$ cat config.mk
export PLATFORM = sky130hd
export DESIGN_NAME = alu_share_arbiter_flat
export DESIGN_NICKNAME = d
export VERILOG_FILES = /design/src/rtl/alu_share_arbiter_if.sv /design/src/rtl/alu_share_arbiter.sv /design/src/flat_wrapper.sv
export SDC_FILE = /design/constraint.sdc
export NUM_CORES = 1
export LEC_CHECK = 0
export CAP_MARGIN = 30
export CORE_MARGIN = 2
export CORE_UTILIZATION = 42
export DETAILED_ROUTE_END_ITERATION = 7
export GPL_TIMING_DRIVEN = 1
export PLACE_DENSITY = 0.95
export SLEW_MARGIN = 20
export SYNTH_ARGS = -nofsm -noshare
export SYNTH_HDL_FRONTEND = slang
export SYNTH_SLANG_ARGS = --single-unit
$ cat constraint.sdc
create_clock -name clk -period 2.45 [get_ports clk]
set_input_delay 0.245 -clock clk [delete_from_list [all_inputs] [get_ports clk]]
set_output_delay 0.245 -clock clk [all_outputs]
set_load 0.01 [all_outputs]
$ cat src/rtl/alu_share_arbiter_if.sv
// Request/response and ALU-side signal bundle for alu_share_arbiter.
// master = requesters plus the external ALU; slave = the arbiter.
interface alu_share_arbiter_if #(
  parameter int unsigned TAG_W = 4
);
  logic             req_valid_0;
  logic             req_valid_1;
  logic             req_ready_0;
  logic             req_ready_1;
  logic [31:0]      req_a_0;
  logic [31:0]      req_a_1;
  logic [31:0]      req_b_0;
  logic [31:0]      req_b_1;
  logic [2:0]       req_funct3_0;
  logic [2:0]       req_funct3_1;
  logic             req_funct7_0;
  logic             req_funct7_1;
  logic [TAG_W-1:0] req_tag_0;
  logic [TAG_W-1:0] req_tag_1;
  logic             rsp_valid_0;
  logic             rsp_valid_1;
  logic             rsp_ready_0;
  logic             rsp_ready_1;
  logic [31:0]      rsp_result;
  logic [TAG_W-1:0] rsp_tag;
  logic             rsp_err;
  logic [31:0]      alu_operand_a;
  logic [31:0]      alu_operand_b;
  logic [2:0]       alu_funct3;
  logic             alu_funct7;
  logic [31:0]      alu_result;

  modport master (
    output req_valid_0, req_valid_1, req_a_0, req_a_1, req_b_0, req_b_1,
           req_funct3_0, req_funct3_1, req_funct7_0, req_funct7_1,
           req_tag_0, req_tag_1, rsp_ready_0, rsp_ready_1, alu_result,
    input  req_ready_0, req_ready_1, rsp_valid_0, rsp_valid_1,
           rsp_result, rsp_tag, rsp_err,
           alu_operand_a, alu_operand_b, alu_funct3, alu_funct7
  );

  modport slave (
    input  req_valid_0, req_valid_1, req_a_0, req_a_1, req_b_0, req_b_1,
           req_funct3_0, req_funct3_1, req_funct7_0, req_funct7_1,
           req_tag_0, req_tag_1, rsp_ready_0, rsp_ready_1, alu_result,
    output req_ready_0, req_ready_1, rsp_valid_0, rsp_valid_1,
           rsp_result, rsp_tag, rsp_err,
           alu_operand_a, alu_operand_b, alu_funct3, alu_funct7
  );
endinterface

$ cat src/rtl/alu_share_arbiter.sv
// Round-robin sharing of one combinational RV32 ALU between two requesters;
// one operation in flight, operands and result registered.
module alu_share_arbiter #(
  parameter int unsigned TAG_W = 4
) (
  input logic                clk,
  input logic                rst,
  alu_share_arbiter_if.slave bus
);

  localparam logic [1:0] S_IDLE = 2'd0;
  localparam logic [1:0] S_EXEC = 2'd1;
  localparam logic [1:0] S_RESP = 2'd2;

  logic [1:0]       state_q, state_d;
  logic             ptr_q, ptr_d;
  logic             owner_q, owner_d;
  logic [31:0]      a_q, a_d;
  logic [31:0]      b_q, b_d;
  logic [2:0]       f3_q, f3_d;
  logic             f7_q, f7_d;
  logic [TAG_W-1:0] tag_q, tag_d;
  logic [31:0]      result_q, result_d;
  logic             err_q, err_d;

  logic grant_0, grant_1, op_err, rsp_ack;

  always_comb begin
    // ptr_q names the requester that wins a tie; a lone requester always wins
    grant_0 = bus.req_valid_0 & (~bus.req_valid_1 | ~ptr_q);
    grant_1 = bus.req_valid_1 & (~bus.req_valid_0 | ptr_q);
    op_err  = (f3_q[2:1] == 2'b11);
    rsp_ack = owner_q ? bus.rsp_ready_1 : bus.rsp_ready_0;

    state_d  = state_q;
    ptr_d    = ptr_q;
    owner_d  = owner_q;
    a_d      = a_q;
    b_d      = b_q;
    f3_d     = f3_q;
    f7_d     = f7_q;
    tag_d    = tag_q;
    result_d = result_q;
    err_d    = err_q;

    case (state_q)
      S_IDLE: begin
        if (grant_0 | grant_1) begin
          a_d     = grant_1 ? bus.req_a_1      : bus.req_a_0;
          b_d     = grant_1 ? bus.req_b_1      : bus.req_b_0;
          f3_d    = grant_1 ? bus.req_funct3_1 : bus.req_funct3_0;
          f7_d    = grant_1 ? bus.req_funct7_1 : bus.req_funct7_0;
          tag_d   = grant_1 ? bus.req_tag_1    : bus.req_tag_0;
          owner_d = grant_1;
          ptr_d   = ~grant_1;
          state_d = S_EXEC;
        end
      end
      S_EXEC: begin
        result_d = op_err ? '0 : bus.alu_result;
        err_d    = op_err;
        state_d  = S_RESP;
      end
      S_RESP: begin
        if (rsp_ack) state_d = S_IDLE;
      end
      default: state_d = S_IDLE;
    endcase
  end

  always_ff @(posedge clk) begin
    if (rst) begin
      state_q  <= S_IDLE;
      ptr_q    <= 1'b0;
      owner_q  <= 1'b0;
      a_q      <= '0;
      b_q      <= '0;
      f3_q     <= '0;
      f7_q     <= 1'b0;
      tag_q    <= '0;
      result_q <= '0;
      err_q    <= 1'b0;
    end else begin
      state_q  <= state_d;
      ptr_q    <= ptr_d;
      owner_q  <= owner_d;
      a_q      <= a_d;
      b_q      <= b_d;
      f3_q     <= f3_d;
      f7_q     <= f7_d;
      tag_q    <= tag_d;
      result_q <= result_d;
      err_q    <= err_d;
    end
  end

  // Ready is masked during reset so nothing is accepted in the reset cycle
  assign bus.req_ready_0   = ~rst & (state_q == S_IDLE) & grant_0;
  assign bus.req_ready_1   = ~rst & (state_q == S_IDLE) & grant_1;
  assign bus.rsp_valid_0   = (state_q == S_RESP) & ~owner_q;
  assign bus.rsp_valid_1   = (state_q == S_RESP) & owner_q;
  assign bus.rsp_result    = result_q;
  assign bus.rsp_tag       = tag_q;
  assign bus.rsp_err       = err_q;
  assign bus.alu_operand_a = a_q;
  assign bus.alu_operand_b = b_q;
  assign bus.alu_funct3    = f3_q;
  assign bus.alu_funct7    = f7_q;

endmodule

$ cat src/flat_wrapper.sv
// flat-port wrapper written by rule: the top's interface ports become plain ports
module alu_share_arbiter_flat 
#(
  parameter int unsigned TAG_W = 4
)
  (clk, rst, bus_req_valid_0, bus_req_valid_1, bus_req_a_0, bus_req_a_1, bus_req_b_0, bus_req_b_1, bus_req_funct3_0, bus_req_funct3_1, bus_req_funct7_0, bus_req_funct7_1, bus_req_tag_0, bus_req_tag_1, bus_rsp_ready_0, bus_rsp_ready_1, bus_alu_result, bus_req_ready_0, bus_req_ready_1, bus_rsp_valid_0, bus_rsp_valid_1, bus_rsp_result, bus_rsp_tag, bus_rsp_err, bus_alu_operand_a, bus_alu_operand_b, bus_alu_funct3, bus_alu_funct7);
  alu_share_arbiter_if #(.TAG_W(TAG_W)) bus_i ();
  input logic clk;
  input logic rst;
  input wire logic [$bits(bus_i.req_valid_0)-1:0] bus_req_valid_0;
  input wire logic [$bits(bus_i.req_valid_1)-1:0] bus_req_valid_1;
  input wire logic [$bits(bus_i.req_a_0)-1:0] bus_req_a_0;
  input wire logic [$bits(bus_i.req_a_1)-1:0] bus_req_a_1;
  input wire logic [$bits(bus_i.req_b_0)-1:0] bus_req_b_0;
  input wire logic [$bits(bus_i.req_b_1)-1:0] bus_req_b_1;
  input wire logic [$bits(bus_i.req_funct3_0)-1:0] bus_req_funct3_0;
  input wire logic [$bits(bus_i.req_funct3_1)-1:0] bus_req_funct3_1;
  input wire logic [$bits(bus_i.req_funct7_0)-1:0] bus_req_funct7_0;
  input wire logic [$bits(bus_i.req_funct7_1)-1:0] bus_req_funct7_1;
  input wire logic [$bits(bus_i.req_tag_0)-1:0] bus_req_tag_0;
  input wire logic [$bits(bus_i.req_tag_1)-1:0] bus_req_tag_1;
  input wire logic [$bits(bus_i.rsp_ready_0)-1:0] bus_rsp_ready_0;
  input wire logic [$bits(bus_i.rsp_ready_1)-1:0] bus_rsp_ready_1;
  input wire logic [$bits(bus_i.alu_result)-1:0] bus_alu_result;
  output wire logic [$bits(bus_i.req_ready_0)-1:0] bus_req_ready_0;
  output wire logic [$bits(bus_i.req_ready_1)-1:0] bus_req_ready_1;
  output wire logic [$bits(bus_i.rsp_valid_0)-1:0] bus_rsp_valid_0;
  output wire logic [$bits(bus_i.rsp_valid_1)-1:0] bus_rsp_valid_1;
  output wire logic [$bits(bus_i.rsp_result)-1:0] bus_rsp_result;
  output wire logic [$bits(bus_i.rsp_tag)-1:0] bus_rsp_tag;
  output wire logic [$bits(bus_i.rsp_err)-1:0] bus_rsp_err;
  output wire logic [$bits(bus_i.alu_operand_a)-1:0] bus_alu_operand_a;
  output wire logic [$bits(bus_i.alu_operand_b)-1:0] bus_alu_operand_b;
  output wire logic [$bits(bus_i.alu_funct3)-1:0] bus_alu_funct3;
  output wire logic [$bits(bus_i.alu_funct7)-1:0] bus_alu_funct7;
  assign bus_i.req_valid_0 = bus_req_valid_0;
  assign bus_i.req_valid_1 = bus_req_valid_1;
  assign bus_i.req_a_0 = bus_req_a_0;
  assign bus_i.req_a_1 = bus_req_a_1;
  assign bus_i.req_b_0 = bus_req_b_0;
  assign bus_i.req_b_1 = bus_req_b_1;
  assign bus_i.req_funct3_0 = bus_req_funct3_0;
  assign bus_i.req_funct3_1 = bus_req_funct3_1;
  assign bus_i.req_funct7_0 = bus_req_funct7_0;
  assign bus_i.req_funct7_1 = bus_req_funct7_1;
  assign bus_i.req_tag_0 = bus_req_tag_0;
  assign bus_i.req_tag_1 = bus_req_tag_1;
  assign bus_i.rsp_ready_0 = bus_rsp_ready_0;
  assign bus_i.rsp_ready_1 = bus_rsp_ready_1;
  assign bus_i.alu_result = bus_alu_result;
  assign bus_req_ready_0 = bus_i.req_ready_0;
  assign bus_req_ready_1 = bus_i.req_ready_1;
  assign bus_rsp_valid_0 = bus_i.rsp_valid_0;
  assign bus_rsp_valid_1 = bus_i.rsp_valid_1;
  assign bus_rsp_result = bus_i.rsp_result;
  assign bus_rsp_tag = bus_i.rsp_tag;
  assign bus_rsp_err = bus_i.rsp_err;
  assign bus_alu_operand_a = bus_i.alu_operand_a;
  assign bus_alu_operand_b = bus_i.alu_operand_b;
  assign bus_alu_funct3 = bus_i.alu_funct3;
  assign bus_alu_funct7 = bus_i.alu_funct7;
  alu_share_arbiter #(.TAG_W(TAG_W)) u_core (.clk(clk), .rst(rst), .bus(bus_i));
endmodule
# Word-level counts from Yosys, hierarchy flattened
# Index checks and enable logic that the tools add are counted.
# W data, S select, Z words.
op_classes:
  eq_ne: 5
  mux: 10
  bitwise: 16
  reduce_logical: 3
op_table:
  columns: ["op", "count"]
  rows:
  - ["$mux W32", 3]
  - ["$and A1 B1 Y1", 7]
  - ["$not A1 Y1", 6]
  - ["$pmux W2 S3", 1]
  - ["$eq A2 B2 Y1 const B", 2]
  - ["$mux W2", 2]
  - ["$mux W4", 1]
  - ["$ne A2 B1 Y1 const B", 2]
  - ["$reduce_and A2 Y1", 2]
  - ["$mux W3", 1]
  - ["$or A1 B1 Y1", 3]
  - ["$eq A2 B1 Y1 const B", 1]
  - ["$logic_not A2 Y1", 1]
  - ["$mux W1", 2]
totals:
  regBits: 109
  inputBits: 182
  output_inout_bits: 109
  wordCells: 44

# Depth between registers and ports, before layout
logic_depth:
  depth_word: 6
  mapped_depth: 6

# Worst setup path before layout
# No wires, ideal clock.
synth_timing:
  path_kind: "register to output"
  from: "reg u_core.ptr_q"
  to: "out bus_req_ready_1"
  t_arrival_ns: 1.186
  required_time_ns: 2.205
  slack_ns: 1.019
  path_stages_with_launch: 5
  path_cell_list: "dfxtp_1 -> and2b_1 -> buf_4 -> buf_2 -> nor4_1"
synth_via:
  elab_chain_len: 3
synth_rtl:
  columns: ["element", "line_no", "source"]
  rows:
  - ["from (decl)", "alu_share_arbiter.sv:16", "logic ptr_q, ptr_d;"]
  - ["from (signal assigned)", "alu_share_arbiter.sv:85", "ptr_q <= ptr_d;"]
  - ["$or A1 B1 Y1", "alu_share_arbiter.sv:31", "grant_1 = bus.req_valid_1 & (~bus.req_valid_0 | ptr_q);"]
  - ["$and A1 B1 Y1", "alu_share_arbiter.sv:31", null]
  - ["$and A1 B1 Y1", "alu_share_arbiter.sv:99", "assign bus.req_ready_1 = ~rst & (state_q == S_IDLE) & grant_1;"]
  - ["to (decl)", "flat_wrapper.sv:26", "output wire logic [$bits(bus_i.req_ready_1)-1:0] bus_req_ready_1;"]
# Every way passes these cells.

# Worst setup path in the final report
layout_timing:
  from: "reg u_core.state_q[0]"
  to: "out bus_req_ready_0"
layout_via:
  elab_chain_len: 3
layout_rtl:
  columns: ["element", "line_no", "source"]
  rows:
  - ["from (decl)", "alu_share_arbiter.sv:15", "logic [1:0] state_q, state_d;"]
  - ["from (signal assigned)", "alu_share_arbiter.sv:84", "state_q <= state_d;"]
  - ["$logic_not A2 Y1", "alu_share_arbiter.sv:98", "assign bus.req_ready_0 = ~rst & (state_q == S_IDLE) & grant_0;"]
  - ["$and A1 B1 Y1 (2 in series)", "alu_share_arbiter.sv:98", null]
  - ["to (decl)", "flat_wrapper.sv:25", "output wire logic [$bits(bus_i.req_ready_0)-1:0] bus_req_ready_0;"]
# Every way passes these cells.

==> impl_metrics.env <==
export IMPL_status="finished, final reports clean"
export IMPL_netlist_area_um2=5190
export IMPL_tightest_slew_ns=0.916
export IMPL_antenna_found_initial=1
export IMPL_die_area_um2=13300
export IMPL_synthToLayoutAreaGrowth_pct=62.9
export IMPL_synth_cell_type_count=30
export IMPL_h_tree_depth=3
export IMPL_grt_pass1_wl_um=28200
export IMPL_routed_wl_um=18400
export IMPL_finalHoldWorstSlack_ns=0.197
export IMPL_ios=291
export IMPL_finalCritPeriodShare=0.936
export IMPL_cp_max_fo=8
export IMPL_antennaDiodeCount=0
export IMPL_nets=1019
export IMPL_fp_dieW_um=115
export IMPL_tns_ns=0
export IMPL_final_min_clock_period_ns=2.29
export IMPL_worstHoldPathType="input port to flop"
export IMPL_rsz0062_at_grt="false"
export IMPL_core_um2=12100
export IMPL_clk_path_buf_depth=2
export IMPL_synthCells=597
export IMPL_post_drt_wl_per_cell_um=18.2
export IMPL_cp_end_kind="output pin"
export IMPL_gp_congestion=0.807
export IMPL_drive_gt1_frac=0.109
export IMPL_viasPerCell=5.77
export IMPL_drt_iter0_drc=614
export IMPL_sequentialPowerShare=0.391
export IMPL_crit_arrival_ns=2.05
export IMPL_power_switching_uw=1540
export IMPL_synth_area_per_cell_um2=8.69
export IMPL_ctsResizeCount=0
export IMPL_layout_commonest_cell="clkdlybuf4s50_1"
export IMPL_die_h_um=115
export IMPL_ir_drop_v=0.000336
export IMPL_rows=40
export IMPL_totalPowerFinal_uw=5290
export IMPL_setup_viol=0
export IMPL_clkTransAtPathRegs_ns=0.07
export IMPL_worstPathRequired_ns=2.20
export IMPL_max_slew_margin=0.388
export IMPL_hold_viol=0
export IMPL_internal_power_uw=3760
export IMPL_vias=5824
export IMPL_switching_share=0.290
export IMPL_firstDrtPassIters=5
export IMPL_post_cts_setup_buffers=0
export IMPL_layout_common_cells="288 x clkdlybuf4s50_1, 109 x dfxtp_1, 106 x a21oi_1"
export IMPL_p_per_area_nw_per_um2=626
export IMPL_worstSetupStartpointType="flop"
export IMPL_clock_power_share=0.297
export IMPL_fin_skew_ns=0.00338
export IMPL_slew_violations=0
export IMPL_drc=0
export IMPL_drv_cap=0
export IMPL_power_leakage_uw=0.00283
export IMPL_ys_warn_count=0
export IMPL_cts_tree="built"
export IMPL_synth_seq_cells=109
export IMPL_clock_sinks=109
export IMPL_cts_inserted_buffers=9
export IMPL_port_buffers=290
export IMPL_start_util=0.430
export IMPL_worst_setup_path_type="flop to output pin"
export IMPL_fmax_mhz=436
export IMPL_grt_max_degree=103
export IMPL_clk_latency_ns=0.34
export IMPL_cts_root_buffer="clkbuf_16"
export IMPL_ant_nets=0
export IMPL_holdBufCountCts=0
export IMPL_overflow=0
export IMPL_grt_pass1_vias=5702
export IMPL_yosysSeqAreaShare=0.420
export IMPL_nFillCells=915
export IMPL_grt_usage=0.267
export IMPL_p_comb_frac=0.312
export IMPL_dp_hpwl_um=12100
export IMPL_syn_nets=779
-- registers in the layout, summed over array words and instances, names as in the netlist --
name	count
u_core.bus.alu_funct3	3
u_core.bus.alu_funct7	1
u_core.bus.alu_operand_a	32
u_core.bus.alu_operand_b	32
u_core.bus.rsp_err	1
u_core.bus.rsp_result	32
u_core.bus.rsp_tag	4
u_core.owner_q	1
u_core.ptr_q	1
u_core.state_q	2
-- cells in the mapped netlist --
library cell	n	area, µm²
or2_4	1	8.76
nand3b_1	1	7.51
clkbuf_1	24	90.1
nor2b_1	1	6.26
or2_1	1	6.26
nand3_1	104	521
nand2_1	33	124
nor3b_1	1	7.51
nand2b_1	2	12.5
nor2_2	1	6.26
dfxtp_1	109	2180
and2b_1	1	7.51
buf_4	5	37.5
a32oi_1	1	8.76
nor2_4	1	11.3
and3b_1	1	8.76
a211oi_1	2	15.0
or3b_2	1	8.76
buf_1	3	11.3
nor4_1	1	6.26
nor2_1	3	11.3
o21ai_0	3	15.0
a311oi_2	50	751
mux2i_1	1	10.0
a311oi_1	23	201
a21oi_1	106	531
buf_2	46	230
inv_2	1	3.75
nor3_1	1	5.00
o21ai_1	69	345
-- power groups by stage --
stage / clock network, µW / registers (µW) / logic (µW)
after floorplan: 0 / 2190 / 722
after global placement: 0 / 2100 / 1620
after global routing: 1660 / 2090 / 1770
final: 1570 / 2070 / 1650
after detailed placement: 0 / 2110 / 1650
after CTS: 1590 / 2070 / 1650
-- final cells by class --
class,instances,area (µm²),area share
clock buffer,11,243,0.0287
clock inverter,4,72.6,0.00858
inverter,1,3.75,0.000444
multi-input combinational,409,2650,0.313
sequential,109,2180,0.258
tap,168,210,0.0249
timing repair buffer,307,3100,0.366
-- final timing paths --
| kind | startpoint | endpoint | slack, ns | depth (start not counted) |
|---|---|---|---|---|
| worst max-delay path | u_core.state_q[0]$_SDFFE_PP0P_ | bus_req_ready_0 | 0.16 | 3 |
| worst min-delay path | rst | u_core.bus.alu_operand_b[27]$_SDFFE_PP0P_ | 0.20 | 2 |
| worst min register to register | u_core.bus.rsp_result[3]$_SDFFE_PP0N_ | u_core.bus.rsp_result[3]$_SDFFE_PP0N_ | 0.45 | 2 |
| worst max register to register | u_core.bus.alu_funct3[1]$_SDFFE_PP0P_ | u_core.bus.rsp_result[23]$_SDFFE_PP0N_ | 0.80 | 4 |
-- critical path: stages (launching register included) --
cell	delay (ns)
dfxtp_1	0.39
or3b_2	0.50
a211oi_1	0.19
clkdlybuf4s50_1	0.63
-- metrics by stage --
stage	worst slack, ns	cells	instance area (µm²)	utilization
2_1_floorplan	1.02	597	5190	-
3_3_place_gp	0.216	994	8140	0.675
3_5_place_dp	0.190	994	8140	0.675
4_1_cts	0.144	1009	8460	0.701
5_1_grt	0.0852	1009	8460	0.701
6_report	0.157	1009	8460	0.701
-- cells by family (layout without fill, tap and decap cells) --
group / after synthesis / in the layout / share of synthesized area
flip-flops: 109 / 109 / 0.420
buffers and inverters: 79 / 323 / 0.0718
AND/OR/NAND/NOR: 154 / 154 / 0.146
AO/OA/AOI/OAI: 254 / 254 / 0.360
multiplexers: 1 / 1 / 0.00193
-- routing by layer --
layer / vias to the layer above / track usage / part of all wire
met5: - / 0 / 0
met4: 0 / 0.135 / 0.044
met3: 62 / 0.0733 / 0.091
met2: 295 / 0.458 / 0.48
met1: 2733 / 0.304 / 0.38
li1: 2734 / - / -
(Power assumes the default switching activity.)
